**src/rtl/control_unit.sv**
```systemverilog
// Hardwired control unit: a Moore FSM that sequences fetch, decode and the
// per-class execute steps (ALU, addi, mul, ld, st, halt) and decodes the
// datapath strobes from the current state and the IR.
module control_unit #(
  parameter bit RESET_RUN = 1'b0
) (
  input  logic        clk,
  input  logic        clr,
  input  logic        run_req,
  input  logic        mem_done,
  input  logic [31:0] ir,
  output logic [15:0] ctl,
  output logic [15:0] reg_in,
  output logic [15:0] reg_out,
  output logic [4:0]  alu_op,
  output logic [31:0] c_sext,
  output logic        run,
  output logic        illegal
);

  // Strobe bit positions within ctl.
  localparam int unsigned PcOut    = 0;
  localparam int unsigned PcIn     = 1;
  localparam int unsigned IrIn     = 2;
  localparam int unsigned MarIn    = 3;
  localparam int unsigned MdrIn    = 4;
  localparam int unsigned MdrOut   = 5;
  localparam int unsigned Read     = 6;
  localparam int unsigned Write    = 7;
  localparam int unsigned YIn      = 8;
  localparam int unsigned ZIn      = 9;
  localparam int unsigned ZlowOut  = 10;
  localparam int unsigned ZhighOut = 11;
  localparam int unsigned HiIn     = 12;
  localparam int unsigned LoIn     = 13;
  localparam int unsigned COut     = 14;
  localparam int unsigned IncPc    = 15;

  localparam logic [4:0] OpLd   = 5'b00000;
  localparam logic [4:0] OpSt   = 5'b00010;
  localparam logic [4:0] OpAdd  = 5'b00011;
  localparam logic [4:0] OpSub  = 5'b00100;
  localparam logic [4:0] OpAnd  = 5'b00101;
  localparam logic [4:0] OpOr   = 5'b00110;
  localparam logic [4:0] OpAddi = 5'b01100;
  localparam logic [4:0] OpMul  = 5'b01111;
  localparam logic [4:0] OpHalt = 5'b11011;

  // StBoot is the post-reset holding state used when RESET_RUN is set;
  // StFetch1W is the FETCH1 wait phase, where PCin must no longer fire.
  typedef enum logic [3:0] {
    StHalt, StBoot, StFetch0, StFetch1, StFetch1W, StFetch2, StDecode,
    StT3, StT4, StT5, StT6, StT7
  } state_e;

  state_e state_q, state_d;

  logic [4:0] opcode;
  logic [3:0] ra, rb, rc;
  logic       is_alu, is_addi, is_mul, is_ld, is_st, is_halt, is_mem, legal;

  assign opcode  = ir[31:27];
  assign ra      = ir[26:23];
  assign rb      = ir[22:19];
  assign rc      = ir[18:15];
  assign is_alu  = (opcode == OpAdd) || (opcode == OpSub) || (opcode == OpAnd) ||
                   (opcode == OpOr);
  assign is_addi = (opcode == OpAddi);
  assign is_mul  = (opcode == OpMul);
  assign is_ld   = (opcode == OpLd);
  assign is_st   = (opcode == OpSt);
  assign is_halt = (opcode == OpHalt);
  assign is_mem  = is_ld || is_st;
  assign legal   = is_alu || is_addi || is_mul || is_mem || is_halt;

  // State register, asynchronously forced to the reset state by clr.
  always_ff @(posedge clk or negedge clr) begin
    if (!clr) begin
      if (RESET_RUN) state_q <= StBoot;
      else           state_q <= StHalt;
    end else begin
      state_q <= state_d;
    end
  end

  // Next-state logic; mem_done only matters in the three wait states.
  always_comb begin
    state_d = state_q;
    unique case (state_q)
      StHalt:    if (run_req) state_d = StFetch0;
      StBoot:    state_d = StFetch0;
      StFetch0:  state_d = StFetch1;
      StFetch1: begin
        if (mem_done) state_d = StFetch2;
        else          state_d = StFetch1W;
      end
      StFetch1W: if (mem_done) state_d = StFetch2;
      StFetch2:  state_d = StDecode;
      StDecode: begin
        if (is_halt)     state_d = StHalt;
        else if (!legal) state_d = StFetch0;
        else             state_d = StT3;
      end
      StT3:      state_d = StT4;
      StT4:      state_d = StT5;
      StT5: begin
        if (is_mul || is_mem) state_d = StT6;
        else                  state_d = StFetch0;
      end
      StT6: begin
        if (is_mul)        state_d = StFetch0;
        else if (is_st)    state_d = StT7;
        else if (mem_done) state_d = StT7;
      end
      StT7:      if (is_ld || mem_done) state_d = StFetch0;
      default:   state_d = StHalt;
    endcase
  end

  // Moore output decode; everything is forced low while clr is asserted.
  always_comb begin
    ctl     = '0;
    reg_in  = '0;
    reg_out = '0;
    alu_op  = '0;
    illegal = 1'b0;
    run     = (state_q != StHalt);
    c_sext  = {{13{ir[18]}}, ir[18:0]};
    unique case (state_q)
      StFetch0: begin
        ctl[PcOut] = 1'b1;
        ctl[MarIn] = 1'b1;
        ctl[IncPc] = 1'b1;
        ctl[ZIn]   = 1'b1;
      end
      StFetch1: begin
        ctl[ZlowOut] = 1'b1;
        ctl[PcIn]    = 1'b1;
        ctl[Read]    = 1'b1;
        ctl[MdrIn]   = 1'b1;
      end
      StFetch1W: begin
        ctl[Read]  = 1'b1;
        ctl[MdrIn] = 1'b1;
      end
      StFetch2: begin
        ctl[MdrOut] = 1'b1;
        ctl[IrIn]   = 1'b1;
      end
      StDecode: illegal = !legal;
      StT3: begin
        if (is_mul) reg_out[ra] = 1'b1;
        else        reg_out[rb] = 1'b1;
        ctl[YIn] = 1'b1;
      end
      StT4: begin
        ctl[ZIn] = 1'b1;
        if (is_alu) begin
          reg_out[rc] = 1'b1;
          alu_op      = opcode;
        end else if (is_mul) begin
          reg_out[rb] = 1'b1;
          alu_op      = OpMul;
        end else begin
          ctl[COut] = 1'b1;
          alu_op    = OpAdd;
        end
      end
      StT5: begin
        ctl[ZlowOut] = 1'b1;
        if (is_mul)      ctl[LoIn]   = 1'b1;
        else if (is_mem) ctl[MarIn]  = 1'b1;
        else             reg_in[ra]  = 1'b1;
      end
      StT6: begin
        if (is_mul) begin
          ctl[ZhighOut] = 1'b1;
          ctl[HiIn]     = 1'b1;
        end else if (is_ld) begin
          ctl[Read]  = 1'b1;
          ctl[MdrIn] = 1'b1;
        end else begin
          reg_out[ra] = 1'b1;
          ctl[MdrIn]  = 1'b1;
        end
      end
      StT7: begin
        if (is_ld) begin
          ctl[MdrOut] = 1'b1;
          reg_in[ra]  = 1'b1;
        end else begin
          ctl[Write] = 1'b1;
        end
      end
      default: ;
    endcase
    if (!clr) begin
      ctl     = '0;
      reg_in  = '0;
      reg_out = '0;
      alu_op  = '0;
      illegal = 1'b0;
      run     = 1'b0;
      c_sext  = '0;
    end
  end

endmodule

```
**config.mk**
```make
export PLATFORM = sky130hd
export DESIGN_NAME = control_unit
export DESIGN_NICKNAME = d
export VERILOG_FILES = /design/src/rtl/control_unit.sv
export SDC_FILE = /design/constraint.sdc
export NUM_CORES = 1
export LEC_CHECK = 0
export CORE_ASPECT_RATIO = 2
export CORE_UTILIZATION = 34
export CTS_CLUSTER_DIAMETER = 150
export DETAILED_ROUTE_END_ITERATION = 8
export HOLD_SLACK_MARGIN = 0.08
export PLACE_DENSITY_LB_ADDON = 0.2
export SLEW_MARGIN = 30
export SYNTH_ARGS = -nofsm -noshare
export SYNTH_HDL_FRONTEND = slang
export SYNTH_SLANG_ARGS = --single-unit
export TNS_END_PERCENT = 50
```
**constraint.sdc**
```tcl
create_clock -name clk -period 2.2 [get_ports clk]
set_input_delay 0.33 -clock clk [delete_from_list [all_inputs] [get_ports clk]]
set_output_delay 0.33 -clock clk [all_outputs]
set_load 0.01 [all_outputs]
```
Word level (Yosys, flattened, before mapping)
Index checks and enable logic that the tools add are counted.
{"block": "op_classes", "n_lt_le_gt_ge": 6, "eq_ne": 23, "muxes": 61, "reduce_logical": 21}
{"cell": "two-way mux 16 bit", "n": 11}
{"cell": "case mux 16 bit (3 select lines)", "n": 1}
{"cell": "case mux 4 bit (12 select lines)", "n": 1}
{"cell": "two-way mux 32 bit", "n": 1}
{"cell": "two-way mux 4 bit", "n": 8}
{"cell": "case mux 16 bit (2 select lines)", "n": 1}
{"cell": "two-way mux 1 bit", "n": 24}
{"cell": "equality test 4 x 3 -> 1 bit, second input constant", "n": 4}
{"cell": "equality test 4 bit, second input constant", "n": 4}
{"cell": "equality test 5 x 3 -> 1 bit, second input constant", "n": 3}
{"cell": "< comparator 4 x 5 -> 1 bit, second input constant", "n": 3}
{"cell": "two-way mux 5 bit", "n": 3}
{"cell": "demux 1 bit (select 4 bit)", "n": 3}
{"cell": ">= comparator 4 x 1 -> 1 bit, second input constant", "n": 3}
{"cell": "equality test 5 x 2 -> 1 bit, second input constant", "n": 2}
{"cell": "equality test 5 x 4 -> 1 bit, second input constant", "n": 2}
{"cell": "logical OR 1 bit", "n": 10}
{"cell": "equality test 4 x 2 -> 1 bit, second input constant", "n": 2}
{"cell": "case mux 1 bit (2 select lines)", "n": 4}
{"cell": "two-way mux 3 bit", "n": 2}
{"cell": "inequality test 2 bit, second input constant", "n": 3}
{"cell": "OR reduction 2 bit", "n": 3}
{"cell": "equality test 5 bit, second input constant", "n": 1}
{"cell": "logical NOT 5 bit", "n": 1}
{"cell": "other kinds (8)", "n": 11}
{"block": "totals", "register_bits": 4, "in_bits": 36, "output_inout_bits": 87, "word_cells": 112}

Logic depth before layout (Yosys ltp)
Gate-level depths: netlist of the first run.
{"block": "logic_depth", "ltp_word": 11, "ltp_mapped": 9, "ltp_nobuf": 5}

Least setup slack after synthesis of the first run
Ideal clock, no wire load.
{"block": "synth_timing", "path_type": "in2out", "start": "in ir[31]", "end": "out reg_in[0]", "t_arrival_ps": 2127, "slack_ps": -257, "cell_stages": 7, "n_path_buf": 2, "path_cell_list": "buf_6 > or4_4 > nor2_4 > nor2_1 > or4_1 > buf_2 > nor4_1"}
{"block": "synth_between", "elab_chain_len": 6, "elab_cells_between_ends": 9}
{"item": "start: declaration", "line_no": "11", "source": "input logic [31:0] ir,"}
{"item": "equality test 5 x 2 -> 1 bit or logical NOT 5 bit (tied branches)", "line_no": "71, 70"}
{"item": "logical OR 1 bit", "line_no": "73", "source": "assign is_mem = is_ld || is_st;"}
{"item": "two-way mux 16 bit", "line_no": "172", "source": "else if (is_mem) ctl[MarIn] = 1'b1;"}
{"item": "two-way mux 16 bit", "line_no": "171", "source": "if (is_mul) ctl[LoIn] = 1'b1;"}
{"item": "case mux 16 bit (2 select lines) *", "line_no": "129", "source": "unique case (state_q)"}
{"item": "two-way mux 16 bit *", "line_no": "197", "source": "if (!clr) begin"}
{"item": "end: declaration", "line_no": "13", "source": "output logic [15:0] reg_in,"}
Every way passes the cells marked *; elsewhere a longest branch is shown, timed or not.

Worst setup path after layout of the first run
{"block": "layout_timing", "start": "in ir[31]", "end": "out reg_in[13]"}
Same word-level chain as after synthesis.

==> impl_results.md, run 1 <==
- Power per cell area: 455 nW/µm²
- Number of flip-flops in the largest register: 4
- Initial Utilization: 35.1%
- Post-route setup TNS: -4.25 ns
- Antenna violations before repair: 0
- Crit path to: reg_in[13]
- Sequential Power Share: 6.6%
- Synth top area share: 6.29%
- Crit end category: output pin
- CTS tree: yes
- Final WS setup: -0.249 ns
- Failing checks: negative setup slack
- Tmin final: 2.45 ns
- LEAKAGE: 1.84 nW
- Total wire length: 9.93 mm
- Worst clock skew: 0.0000964 ns
- Largest registers: state_q x4
- Max incr delay on CP: 0.57 ns
- Total gr overflow: 0
- Syn nets: 361
- Die outline height: 110 µm
- Routability cong.: 0.922
- I/O Buffers: 121
- CP max FO: 7
- Area grow syn2layout: 117%
- Clock tree buffer depth: 2
- Largest net degree at the start of global routing: 30
- Sequential share of the synthesized area: 5.03%
- Layout cell share with drive strength beyond 1: 45.6%
- Synth top area cells: and2_1, buf_4, nand3_1
- Final-report hold violation count: 0
- WL per Instance: 17.2 µm
- Final ANT Viol Nets: 0
- Fin. max-slew vios: 0
- Worst r2r src: state_q[0]
- Slowest cell on crit path: or4_4
- Sw Ratio: 44.3%
- Final HPWL from detailed placement: 7.54 mm
- DRC violations left: 0
- Total GRT Usage: 30.1%
- Sw Pwr: 0.869 mW
- Combinational power share: 79.3%
- Post-Synthesis Cells: 325
- Vias: 3412
- # setup viols final: 28
- Non-filler cells, final: 578
- CTS Buf Count: 3
- R2R setup slack: 0.60 ns
- Worst min path class: input pin to async pin
- Clock share of power: 14.0%
- Critical path buffer and inverter count: 4
- Clock H-tree levels: 1
- Clk sink count: 4
- Antenna Cells: 0
- Unique masters post-synth: 61
- FF-to-FF End: state_q[0]
- Number of synthesized register bits: 4
- Area of the core: 5660 µm²
- Tot Pwr: 1.96 mW
- Area leader, netlist: and2_1
- Die Width: 56.1 µm
- Worst-path clk slew: 0.03 ns
- Worst hold margin: 0.314 ns
- Register-to-Register Path Depth: 6
- VDD IR-drop max: 0.835 mV
- YS warnings: 0
- Critical path depth: 9
- Clk Latency, worst-skew pair: 0.22 ns
- # rows: 39
- CP startpoint: ir[31]
- Cell Area, Synth: 1990 µm²
- Worst Path Required: 1.87 ns
- Post-synth ARST share: 100%
- Die area: 6180 µm²
- Synth Flop Type: dfrtp_1
- Final core occ: 76.2%
- Post-synth top cells: nor2_1, clkbuf_1, nand2_1, nand3_1, o21ai_0
- IO Pins: 123
- F_max: 0.408 GHz
- CP delay by family, top: simple AND/OR/NAND/NOR gates
- Cell with the most instances after synthesis: nor2_1
- Dpl cell area: 3910 µm²
- Hold-fix buffers at CTS: 0
- Initial DRC count: 131
- First-pass GRT wire length: 15.1 mm
- Max_cap viols: 0
- Vias per cell: 5.90
- Crit path kind: input pin to output pin
- First-pass DRT Iterations: 4
- Placed Cells: 557
- Clock Tree Root: clkbuf_16
- Design Area, Final: 4310 µm²
- WP data arrival: 2.12 ns
- Vias in the first global route: 3304
- Avg Cell Area, Syn: 6.12 µm²
- Reg with most FFs: state_q
- Post-synth EDFFs: 0
- RSZ-0062 raised after global routing: yes
- Nets: 555
- Internal power: 1.09 mW
- Final period utilization: 111%
- Crit path cell chain: buf_6, or4_4, nor2_4, nor2_1, or4_4, buf_8, buf_12, nor2_4, buf_6
- DP Worst Slack: -1.09 ns
- Outcome: finished with violations
- Startpoint class of the critical path: input pin
## cells by family (layout without fill, tap and decap cells)
kind of cell / after synthesis / in the layout / synth area share (%)
other: 1 / 1 / 0.189
AND/OR/NAND/NOR: 173 / 173 / 47.8
flip-flops: 4 / 4 / 5.03
AO/OA/AOI/OAI: 89 / 89 / 31.3
XOR/XNOR: 3 / 3 / 1.32
buffers and inverters: 55 / 247 / 14.3
## worst min-delay path by stage
stage	from	endpoint	slack [ns]	cells after the start
detailed placement	state_q[0]	state_q[1]	0.72	2
CTS	clr	state_q[2]	0.31	3
floorplan	clr	state_q[0]	0.03	0
finish	clr	state_q[1]	0.31	3
global placement	state_q[0]	state_q[1]	0.70	2
global route	clr	state_q[2]	0.33	3
## power groups by stage
stage | clock [mW] | combinational, mW | sequential, mW
final | 0.276 | 1.56 | 0.130
after global routing | 0.286 | 1.66 | 0.130
after CTS | 0.280 | 1.51 | 0.127
after detailed placement | 0 | 1.32 | 0.125
after global placement | 0 | 1.31 | 0.121
after floorplan | 0 | 0.681 | 0.121
## layout make-up
class | count | area, µm²
clock buffers | 3 | 75.1
fillers | 436 | 1350
inverters | 4 | 15.0
multi-input cells | 266 | 1990
flip-flops and latches | 4 | 100
well taps | 61 | 76.3
repair buffers | 240 | 2060
## timing repair
action	4_1_cts	5_1_grt
cloned	1	0
buffers inserted	17	0
endpoints found under the hold margin	0	0
endpoints found under the setup margin	88	39
resized for setup	241	33
pin swaps	24	12
## cell usage in the layout, fill, tap and decap left out, types with 5 or more instances in the layout
| cell type | instances |
|---|---|
| buf_4 | 100 |
| clkdlybuf4s50_1 | 57 |
| buf_6 | 26 |
| buf_2 | 22 |
| and2_1 | 19 |
| dlygate4sd2_1 | 19 |
| nand3_1 | 18 |
| nor2_1 | 18 |
| o21ai_0 | 18 |
| nand2_1 | 16 |
| nor3_1 | 13 |
| nand2b_1 | 12 |
| a21oi_1 | 12 |
| nor2_4 | 10 |
| nand2_2 | 7 |
| clkbuf_2 | 6 |
| nor3_2 | 5 |
| nor2b_1 | 5 |
| nand3_2 | 5 |
| o221ai_1 | 5 |
| o221ai_2 | 5 |
## metal layers
metal / global-route usage, % / routed length, µm / vias up
met3: 2.92 / 446 / 53
met5: 0 / 0 / -
met2: 60.3 / 5590 / 170
met1: 27.3 / 3210 / 1615
li1: - / - / 1574
met4: 21.3 / 691 / 0
## worst reg2reg max path, delay by kind of cell, from the launching register on
family,cells,cell delay (ns)
compound gates,2,0.56
buf+inv,3,0.48
flops,1,0.38
simple gates,1,0.10
(Power assumes the default switching activity.)
==> inputs of run 2 (changes only) <==
Settings changed: CORE_UTILIZATION 34 to 30.
Clock period 2.2 ns to 2.9 ns, I/O delays scaled along.
==> impl_results.md, run 2 (synthesis results as in run 1) <==
- Power per cell area: 331 nW/µm²
- RSZ-0062 raised after global routing: no
- Nets: 514
- I/O Buffers: 121
- Final HPWL from detailed placement: 7.13 mm
- Worst hold margin: 0.225 ns
- Outcome: complete, no violations
- Worst-path clk slew: 0.03 ns
- Antenna Cells: 0
- Vias per cell: 5.47
- WP data arrival: 2.40 ns
- Routability cong.: 0.951
- Clk sink count: 4
- Largest net degree at the start of global routing: 31
- Worst min path class: input pin to async pin
- # rows: 41
- Total gr overflow: 0
- First-pass GRT wire length: 13.6 mm
- Clock share of power: 17.1%
- Clock tree buffer depth: 2
- Clk Latency, worst-skew pair: 0.22 ns
- Fill cells: 634
- WL per Instance: 15.9 µm
- Layout cell share with drive strength beyond 1: 25.0%
- # setup viols final: 0
- Commonest non-fill, non-tap cell in the layout: clkdlybuf4s50_1
- Headroom to the max-slew limit: 60.1%
- Final ANT Viol Nets: 0
- Worst-Margin Slew: 0.592 ns
- Number of flip-flops in the largest register: 4
- Initial DRC count: 123
- Vias in the first global route: 2888
- Crit path kind: flop to output pin
- Vias: 3076
- Combinational power share: 73.3%
- Die outline height: 117 µm
- Sequential Power Share: 9.5%
- Final-report hold violation count: 0
- Area of the core: 6360 µm²
- Sw Ratio: 44.1%
- F_max: 0.353 GHz
- Reg with most FFs: state_q
- CTS tree: yes
- Total wire length: 8.94 mm
- Worst Path Required: 2.47 ns
- CTS Buf Count: 3
- LEAKAGE: 1.54 nW
- Area of the multi-input gates: 1670 µm²
- Internal power: 0.689 mW
- Area grow syn2layout: 87.2%
- IO Pins: 123
- Tmin final: 2.84 ns
- Startpoint class of the critical path: flop
- DRC violations left: 0
- Initial Utilization: 31.3%
- Worst clock skew: 0.00131 ns
- Die Width: 59.6 µm
- Post-route setup TNS: 0 ns
- Fin. max-slew vios: 0
- Crit end category: output pin
- Hold-fix buffers at CTS: 0
- Register area: 100 µm²
- Die area: 6980 µm²
- Leading cell types in the layout, fill and taps excluded: clkdlybuf4s50_1, buf_4, nor2_1
- Antenna violations before repair: 0
- Clock Tree Root: clkbuf_16
- First-pass DRT Iterations: 5
- CP max FO: 12
- Sw Pwr: 0.544 mW
- Final period utilization: 97.8%
- VDD IR-drop max: 0.414 mV
- Clock H-tree levels: 1
- Total GRT Usage: 24.9%
- Largest registers: state_q x4
- Max_cap viols: 0
[run 2: layout make-up]
type	instances	share of cell area, %
repair buffers	199	47.0
multi-input cells	266	45.0
well taps	86	2.89
flip-flops and latches	4	2.69
clock buffers	3	2.02
inverters	4	0.403
[run 2: stage by stage]
stage | cell area (µm²) | setup slack, ns | power (mW) | cells | util (%)
2_1_floorplan | 1990 | 0.233 | 0.594 | 325 | -
3_3_place_gp | 3600 | -0.556 | 0.991 | 555 | 56.7
3_5_place_dp | 3600 | -0.576 | 0.997 | 555 | 56.7
4_1_cts | 3700 | -0.132 | 1.22 | 561 | 58.2
5_1_grt | 3720 | 0.00816 | 1.32 | 562 | 58.5
6_report | 3720 | 0.0633 | 1.23 | 562 | 58.5
[run 2: routing by layer]
layer	GRT usage, %	vias to the layer above	wire, µm
li1	-	1490	-
met1	24.4	1396	3050
met2	48.8	151	4890
met3	2.09	39	520
met4	13.8	0	492
met5	0	-	0
[run 2: final timing paths]
check	startpoint	to	slack [ns]	cells past startpoint
max	state_q[2]	reg_out[5]	0.06	7
min	clr	state_q[2]	0.23	2
max reg2reg	state_q[2]	state_q[3]	1.26	6
min reg2reg	state_q[0]	state_q[1]	0.71	2
max in group asynchronous	clr	state_q[0]	2.54	2
min in group clk	state_q[0]	state_q[1]	0.71	2
[run 2: power groups by stage]
| stage | clock network [mW] | registers (mW) | logic (mW) |
|---|---|---|---|
| floorplan | 0 | 0.0916 | 0.502 |
| finish | 0.211 | 0.117 | 0.904 |
| global placement | 0 | 0.112 | 0.879 |
| CTS | 0.214 | 0.115 | 0.895 |
| global route | 0.221 | 0.121 | 0.976 |
| detailed placement | 0 | 0.114 | 0.883 |
[run 2: timing repair]
item,CTS,global route
gates cloned,1,0
pin swaps,4,4
setup buffers,2,1
setup endpoints to repair,38,30
gates resized for setup,97,15
[run 2: critical path, stage by stage, from the launching register on]
cell and delay, ns:
dfrtp_1 0.41, buf_4 0.19, and4b_1 0.27, buf_4 0.18
o21ai_0 0.49, a21oi_1 0.10, a22o_1 0.26, dlygate4sd2_1 0.28
==> inputs of run 3 (changes only) <==
Settings changed: ABC_AREA set to 1, CORE_UTILIZATION 30 to 40.
==> impl_results.md, run 3 <==
- Max incr delay on CP: 0.54 ns
- Headroom to the max-slew limit: 66.0%
- Commonest non-fill, non-tap cell in the layout: nand2_1
- DP Worst Slack: -0.0961 ns
- Final HPWL from detailed placement: 7.19 mm
- Initial DRC count: 84
- DRC violations left: 0
- First-pass DRT Iterations: 5
- RSZ-0062 raised after global routing: yes
- YS warnings: 0
- Number of flip-flops in the largest register: 4
- Met3 Use GR: 5.01%
- Worst Path Required: 2.47 ns
- Fill cells: 497
- Die area: 5760 µm²
- Crit end category: output pin
- Synth top area share: 25.5%
- Hold depth: 2
- Slowest cell on crit path: clkdlybuf4s50_1
- Die Width: 54.2 µm
- Clock H-tree levels: 1
- Leading cell types in the layout, fill and taps excluded: nand2_1, clkdlybuf4s50_1, nor2_1
- Hold Path Sink: state_q[1]
- Avg Cell Area, Syn: 4.57 µm²
- # setup viols final: 0
- WL per Instance: 13.1 µm
- Post-synth ARST share: 100%
- Nets: 645
- Worst min path class: flop to flop
- GR Util met2: 59.4%
- Largest registers: state_q x4
- Total gr overflow: 0
- Antenna violations before repair: 0
- # rows: 37
- Startpoint class of the critical path: input pin
- LEAKAGE: 2.07 nW
- CP max FO: 4
- WP data arrival: 2.32 ns
- Post-route setup TNS: 0 ns
- Tot Pwr: 0.910 mW
- Vias in the first global route: 3210
- Area leader, netlist: nand2_1
- CTS Buf Count: 3
- Initial Utilization: 42.0%
- Total GRT Usage: 32.2%
- Post-synth top cells: nand2_1, nor2_1, inv_1, nand3_1, a21oi_1
- Total wire length: 8.73 mm
- Hold path start: state_q[3]
- Outcome: complete, no violations
- Syn nets: 512
- Unique masters post-synth: 27
- First-pass GRT wire length: 14.1 mm
- R2R setup slack: 1.35 ns
- Tmin final: 2.75 ns
- Fin. max-slew vios: 0
- Register-to-Register Path Depth: 10
- Cell with the most instances after synthesis: nand2_1
- CP delay by family, top: buffers and inverters
- Final WS setup: 0.147 ns
- Final period utilization: 94.9%
- Final-report hold violation count: 0
- I/O Buffers: 121
- Synth top area cells: nand2_1, nor2_1, inv_1
- Worst-Margin Slew: 0.506 ns
- Routability cong.: 0.921
- Post-synth EDFFs: 0
- Power per cell area: 245 nW/µm²
- Clock Tree Root: clkbuf_8
- IO Pins: 123
- Die outline height: 106 µm
- Antenna Cells: 0
- Worst r2r src: state_q[2]
- CTS tree: yes
- Top Usage Layer GRT: met2
- Clk sink count: 4
- Reg with most FFs: state_q
- Crit path kind: input pin to output pin
- Clock tree buffer depth: 2
- Sequential share of the synthesized area: 4.60%
- Area grow syn2layout: 70.4%
- Crit path cell chain: clkdlybuf4s50_1, inv_1, nor2_1, nand2_1, nand2_1, nand3_1, nand2_1, nor2_1, nor2_1, clkdlybuf4s50_1
- Post-Synthesis Cells: 476
- Hold-fix buffers at CTS: 0
- VDD IR-drop max: 0.388 mV
- Layout cell share with drive strength beyond 1: 11.9%
- CP startpoint: ir[23]
- Critical path buffer and inverter count: 3
- Worst-path clk slew: 0.03 ns
- Vias: 3358
- Final ANT Viol Nets: 0
- Cell Area, Synth: 2180 µm²
- Max_cap viols: 0
- Worst hold margin: 0.588 ns
- Number of synthesized register bits: 4
- FF-to-FF End: state_q[0]
- Largest net degree at the start of global routing: 27
- F_max: 0.363 GHz
- Worst clock skew: 0.00123 ns
- Final core occ: 71.5%
- Clk Latency, worst-skew pair: 0.23 ns
- Synth Flop Type: dfrtp_1
- Area of the core: 5180 µm²
- Grt met1 use: 28.9%
- Vias per cell: 5.05
[run 3: cell count changes after synthesis, sizes merged, moves of 10 or more]
cell | previous run | this run
nand3 | 23 | 54
nor3 | 20 | 3
nand2 | 23 | 152
inv | 4 | 84
clkbuf | 23 | 5
and2 | 20 | 1
nor2 | 30 | 95
nand2b | 13 | 0
o221ai | 10 | 0
[run 3: area by class of cell]
type	count	area, µm²	area share, %
clock buffer	3	41.3	1.11
tap	58	72.6	1.96
sequential	4	100	2.70
multi-input combinational	358	1620	43.7
inverter	84	320	8.63
timing repair buffer	158	1550	41.9
[run 3: kinds of logic after synthesis]
kind of cell    synth area share, %
simple gates                   59.5
buf+inv                        24.0
compound gates                 11.7
flops                          4.60
other cells                   0.172
[run 3: per-stage QoR]
step | std cells | instance area, µm²
finish | 665 | 3710
global route | 665 | 3710
CTS | 662 | 3600
detailed placement | 659 | 3540
global placement | 659 | 3540
floorplan | 476 | 2180
[run 3: power by group]
group | internal [mW] | leakage, nW | switching, mW
logic | 0.293 | 2.00 | 0.388
clock network | 0.0889 | 0.0216 | 0.0342
registers | 0.0791 | 0.0505 | 0.0269
[run 3: worst reg2reg max path: stages (launching register included)]
cell and delay [ns]:
dfrtp_1 0.37, inv_1 0.12, nand2_2 0.13, nor2_2 0.28, nand2_1 0.16, buf_4 0.16
nand2_1 0.05, nor2_1 0.04, nand2_1 0.05, nand2_1 0.04, nand2_1 0.07
[run 3: metal layers]
layer	vias to the layer above	routed length [µm]
li1	1705	-
met1	1450	2820
met2	157	4800
met3	46	554
met4	0	555
met5	-	0
[run 3: how the worst max path moves through the flow]
stage | endpoint | slack (ns) | depth (start not counted)
6_report | reg_out[13] | 0.15 | 10
5_1_grt | reg_out[11] | -0.02 | 8
4_1_cts | reg_out[9] | 0.001 | 11
3_5_place_dp | reg_in[7] | -0.1 | 9
3_3_place_gp | ctl[6] | -0.09 | 8
2_1_floorplan | ctl[6] | 0.98 | 7
[run 3: repair_timing]
action / CTS / global route
resized for setup: 6 / 32
gates cloned: 0 / 1
pin swaps: 0 / 1
buffers inserted: 0 / 2
setup endpoints to repair: 33 / 35
